[src/rtl/pc_seq_pkg.sv]
// Shared types and defaults for the MIPS_32 fetch-stage PC sequencer.
// The redirect kinds are numbered in priority order so that a plain
// magnitude compare decides which of two redirects survives.
package pc_seq_pkg;

   typedef enum logic [1:0] {
      BOOT = 2'd0,
      REQ  = 2'd1,
      HOLD = 2'd2
   } seq_state_t;

   typedef enum logic [1:0] {
      RD_NONE = 2'd0,
      RD_BR   = 2'd1,
      RD_JMP  = 2'd2,
      RD_EXC  = 2'd3
   } redir_kind_t;

   localparam int          DEF_SIZE      = 32;
   localparam logic [31:0] DEF_RESET_VEC = 32'h0000_0000;
   localparam logic [31:0] DEF_EXC_VEC   = 32'h0000_0040;

   // An incoming redirect replaces a held one when it is real and at least
   // as urgent; ties go to the newer request.
   function automatic logic redir_wins(input redir_kind_t incoming,
                                       input redir_kind_t held);
      return (incoming != RD_NONE) && (incoming >= held);
   endfunction

endpackage

[src/rtl/pc_sequencer_add_one.sv]
// Shared PC incrementer. Wraps modulo 2^SIZE with no carry out, so the
// word after the top of the address space is address zero.
module add_One #(
   parameter int SIZE = 32
) (
   input  logic [SIZE-1:0] pc,
   output logic [SIZE-1:0] pc_plus1
);

   assign pc_plus1 = pc + SIZE'(1);

endmodule

[src/rtl/pc_sequencer.sv]
// PC sequencer for the fetch stage: owns the PC, runs the imem req/ack
// handshake, steps the PC through add_One and applies exc/jump/branch
// redirects. A redirect seen while a request is still outstanding is
// parked in the pending register and squashes that fetch when it acks.
module pc_sequencer
   import pc_seq_pkg::*;
#(
   parameter int              SIZE      = DEF_SIZE,
   parameter logic [SIZE-1:0] RESET_VEC = SIZE'(DEF_RESET_VEC),
   parameter logic [SIZE-1:0] EXC_VEC   = SIZE'(DEF_EXC_VEC)
) (
   input  logic            clk,
   input  logic            rst_n,
   input  logic            stall,
   input  logic            exc,
   input  logic            jump,
   input  logic [SIZE-1:0] jump_target,
   input  logic            br_taken,
   input  logic [SIZE-1:0] br_target,
   output logic            imem_req,
   output logic [SIZE-1:0] imem_addr,
   input  logic            imem_ack,
   output logic            instr_valid,
   output logic [SIZE-1:0] pc_out,
   output logic [SIZE-1:0] pc_plus1
);

   seq_state_t      state;
   logic [SIZE-1:0] pc;

   redir_kind_t     pend_kind;
   logic [SIZE-1:0] pend_target;

   redir_kind_t     in_kind;
   logic [SIZE-1:0] in_target;
   redir_kind_t     eff_kind;
   logic [SIZE-1:0] eff_target;

   add_One #(
      .SIZE (SIZE)
   ) u_add_one (
      .pc       (pc),
      .pc_plus1 (pc_plus1)
   );

   // Request and address come straight from registers so memory never
   // sees a combinational path from the redirect or stall inputs.
   assign imem_req  = (state == REQ);
   assign imem_addr = pc;

   // Pick the most urgent redirect requested this cycle.
   always_comb begin
      in_kind   = RD_NONE;
      in_target = '0;
      if (exc) begin
         in_kind   = RD_EXC;
         in_target = EXC_VEC;
      end else if (jump) begin
         in_kind   = RD_JMP;
         in_target = jump_target;
      end else if (br_taken) begin
         in_kind   = RD_BR;
         in_target = br_target;
      end
   end

   // Merge this cycle's redirect with the parked one; a lower-priority
   // request never displaces a higher one already waiting.
   always_comb begin
      eff_kind   = pend_kind;
      eff_target = pend_target;
      if (redir_wins(in_kind, pend_kind)) begin
         eff_kind   = in_kind;
         eff_target = in_target;
      end
   end

   // Sequencer FSM: PC, pending redirect and the registered fetch outputs.
   always_ff @(posedge clk or negedge rst_n) begin
      if (!rst_n) begin
         state       <= BOOT;
         pc          <= RESET_VEC;
         pc_out      <= '0;
         instr_valid <= 1'b0;
         pend_kind   <= RD_NONE;
         pend_target <= '0;
      end else begin
         instr_valid <= 1'b0;
         case (state)
            BOOT: begin
               if (eff_kind != RD_NONE) begin
                  pc <= eff_target;
               end
               pend_kind   <= RD_NONE;
               pend_target <= '0;
               state       <= stall ? HOLD : REQ;
            end
            REQ: begin
               if (imem_ack) begin
                  if (eff_kind != RD_NONE) begin
                     pc <= eff_target;
                  end else begin
                     pc          <= pc_plus1;
                     pc_out      <= pc;
                     instr_valid <= 1'b1;
                  end
                  pend_kind   <= RD_NONE;
                  pend_target <= '0;
                  state       <= stall ? HOLD : REQ;
               end else begin
                  pend_kind   <= eff_kind;
                  pend_target <= eff_target;
               end
            end
            HOLD: begin
               if (eff_kind != RD_NONE) begin
                  pc <= eff_target;
               end
               pend_kind   <= RD_NONE;
               pend_target <= '0;
               if (!stall) begin
                  state <= REQ;
               end
            end
            default: begin
               state <= BOOT;
            end
         endcase
      end
   end

endmodule
[config.mk]
export PLATFORM = sky130hd
export DESIGN_NAME = pc_sequencer
export DESIGN_NICKNAME = d
export VERILOG_FILES = /design/src/rtl/pc_seq_pkg.sv /design/src/rtl/pc_sequencer_add_one.sv /design/src/rtl/pc_sequencer.sv
export SDC_FILE = /design/constraint.sdc
export NUM_CORES = 1
export LEC_CHECK = 0
export CAP_MARGIN = 40
export CORE_ASPECT_RATIO = 0.8
export CORE_MARGIN = 8
export CORE_UTILIZATION = 52
export DETAILED_ROUTE_END_ITERATION = 8
export HOLD_SLACK_MARGIN = 0.05
export PLACE_DENSITY = 0.92
export SKIP_CTS_REPAIR_TIMING = 1
export SLEW_MARGIN = 20
export SYNTH_ARGS = -nofsm -noshare
export SYNTH_HDL_FRONTEND = slang
export SYNTH_SLANG_ARGS = --single-unit
[constraint.sdc]
create_clock -name clk -period 5.4 [get_ports clk]
set_clock_uncertainty 0.1 [all_clocks]
set_input_delay 1.35 -clock clk [delete_from_list [all_inputs] [get_ports clk]]
set_output_delay 1.35 -clock clk [all_outputs]
set_load 0.01 [all_outputs]
==> results_dict.tcl <==
set metrics [dict create \
    syn_area_per_cell_um2 9.104 \
    power_density_nw_per_um2 420.6 \
    report.final.hold_viol_count 0 \
    regArea_um2 2527 \
    route.antenna.remaining_nets 0 \
    fp.dieH_um 111.9 \
    finalCoreUtilization 0.7198 \
    netlist_instances 656 \
    number_of_global_route_vias_before_repair 5865 \
    diodes 0 \
    synth_nets 729 \
    area_growth_pct 36.71 \
    total_number_of_nets_in_the_final_design 861 \
    critical_path_arrival_ns 3.41 \
    clkLatencyLatePin_ns 0.35 \
    worst_slew_pin_slew_ns 0.8478 \
    max-clock-path-buffers 2 \
    worst_setup_path_end_kind "output pin" \
    outcome "completed" \
    dp_worst_setup_slack_ns 0.8423 \
    setup.worst_path.class "flop to output pin" \
    global_route.overflow_total 0 \
    placement.io_buffers 168 \
    totalNegativeSetupSlack_ns 0 \
    boundaryPins 169 \
    layout_worst_path_cycle_share 0.8998 \
    number_of_synthesized_register_bits 101 \
    start_kind "flop" \
    ctsHtreeMaxLevel 3 \
    synth-edff-count 0 \
    vdd_drop_max_uv 331.1 \
    layout_min_cycle_time_ns 4.859 \
    drc_errors 0 \
    hold_path_depth 2 \
    tritoncts_clock_tree "yes" \
    timing_max_transition_violations_final 0 \
    number_of_vias_after_detailed_routing 5812 \
    drtIter0Drc 530 \
    setup_repair_after_global_routing_missed_its_margin "false" \
    antenna_violations_before_repair 0 \
    cts.clk_slew.worst_paths_ns 0.07 \
    area_of_the_multi_input_gates_um2 3172 \
    first_pass_iteration_count_of_the_detailed_router 8 \
    timing.final.ws_setup_ns 0.5413 \
    grt_first_pass_wirelength_um 31100 \
    routed_wire_length_per_instance_um 20.93 \
    ys_warn_count 0 \
    place_hpwl_um 13970 \
    post_synth_arst_share 1.000 \
    setup-violations-final 0 \
    synthDistinctLibCells 55 \
    grt.total_usage 0.2527 \
    core.rowCount 35 \
    die_area_um2 15190 \
    fmax_ghz 0.2058 \
    timing.max_cap.violations 0 \
    nFillCells 809 \
    worstPathMaxFanout 16 \
    core-area_um2 11340 \
    grt_start_max_net_pins 69 \
    leakage_nw 3.437 \
    timing.hold.worst.class "flop to flop" \
    clock_sinks 101 \
    cts-buffers-inserted 9 \
    die_width_um 135.8 \
    maxSlewHeadroom 0.4346 \
    post_synth_instance_area_um2 5972 \
    post_drt_via_cell_ratio 6.176 \
    dominantRegCellSynth "dfrtp_1" \
    worstPathRequired_ns 3.95 \
    initial_core_util 0.5265 \
    gp_congestion 0.8657 \
    synth-seq-area-share 0.4232 \
    most-common-layout-cells "clkdlybuf4s50_1, dfrtp_1, nand2_1" \
    layout-drive-gt1-share 0.1009 \
    reg2reg_depth 5 \
    root_buffer_cell "clkbuf_16" \
    finalWirelength_um 19700 \
    layout.cells.most_common "clkdlybuf4s50_1" \
]
synthesized netlist by cell type (all sizes together), types with 2 or more instances:
library cell	count	area [um^2]
a211oi	3	22.52
a21o	6	45.04
a21oi	54	270.3
a22o	4	35.03
a22oi	2	15.01
a2bb2oi	2	17.52
a31o	2	17.52
a32o	14	140.1
and3	5	31.28
and4	5	43.79
buf	15	81.33
clkbuf	47	176.4
dfrtp	101	2527
ha	2	25.02
inv	14	52.55
mux2	33	371.6
mux2i	31	310.3
nand2	99	371.6
nand2b	2	12.51
nand3	11	60.06
nand3b	29	217.7
nand4	15	100.1
nor2	16	60.06
nor2b	3	18.77
nor3	10	50.05
nor4	5	31.28
o21ai	54	270.3
o21bai	2	15.01
o22a	5	43.79
o22ai	3	18.77
o2bb2ai	4	35.03
o31ai	7	52.55
o32ai	2	17.52
or2	3	18.77
or3	3	18.77
or4	3	26.27
xnor2	21	183.9
xor2	9	78.83
area by class of cell:
cell class              instances  area share
well taps                     148     0.02268
clock buffers                  10     0.02927
clock inverters                 6     0.01640
flip-flops and latches        101      0.3096
inverters                      14    0.006437
repair buffers                183      0.2271
multi-input cells             479      0.3885
final timing paths:
path | startpoint | endpoint | slack [ns]
setup / recovery | imem_addr[5]$_DFFE_PN0P_ | pc_plus1[23] | 0.54
hold / removal | pend_target[17]$_DFFE_PN0P_ | pend_target[17]$_DFFE_PN0P_ | 0.39
setup reg to reg | imem_addr[5]$_DFFE_PN0P_ | imem_addr[23]$_DFFE_PN0P_ | 2.51
hold reg to reg | pend_target[17]$_DFFE_PN0P_ | pend_target[17]$_DFFE_PN0P_ | 0.39
max in group asynchronous | rst_n | imem_addr[20]$_DFFE_PN0P_ | 3.31
min in group asynchronous | rst_n | pend_target[16]$_DFFE_PN0P_ | 0.86
critical path, stage by stage, from the launching register on:
cell	delay, ns
dfrtp_1	0.56
nand4_2	0.26
or3_1	0.74
nor4_1	0.68
xnor2_1	0.22
clkdlybuf4s50_1	0.59
per-stage QoR:
| stage | cell area, um^2 | cells | hold WS [ns] | power [mW] |
|---|---|---|---|---|
| detailed placement | 7751 | 922 | 0.3722 | 2.629 |
| floorplan | 5972 | 656 | 0.3492 | 1.812 |
| global placement | 7670 | 918 | 0.3610 | 2.565 |
| global route | 8164 | 941 | 0.4101 | 3.588 |
| CTS | 8124 | 938 | 0.3905 | 3.438 |
| finish | 8164 | 941 | 0.3882 | 3.434 |
power by group:
part	switching [mW]	total, mW	internal (mW)	leakage (nW)
logic	0.597	1.40	0.799	1.92
clock network	0.292	0.805	0.513	0.183
registers	0.274	1.23	0.959	1.33
cell families after synthesis:
| logic type | Yosys count | share of synthesized area |
|---|---|---|
| adder cells (fa/ha/maj) | 2 | 0.004190 |
| AND/OR/NAND/NOR | 210 | 0.1787 |
| AO/OA/AOI/OAI | 173 | 0.1837 |
| flip-flops | 101 | 0.4232 |
| multiplexers | 64 | 0.1142 |
| buffers and inverters | 76 | 0.05196 |
| XOR/XNOR | 30 | 0.04400 |
sequential cells by signal (all words and copies together) (netlist names):
name and count:
pend_kind 2, pc_out 32, state 2, instr_valid 1
pend_target 32, imem_addr 32
metal layers:
metal	GRT usage	wire length (um)	vias to the layer above
met5	0	0	-
met3	0.07741	2051	51
li1	-	-	2624
met4	0.09232	584	0
met1	0.3068	7719	2811
met2	0.4121	9342	326
Note: power is estimated with default switching activity, not from simulation.
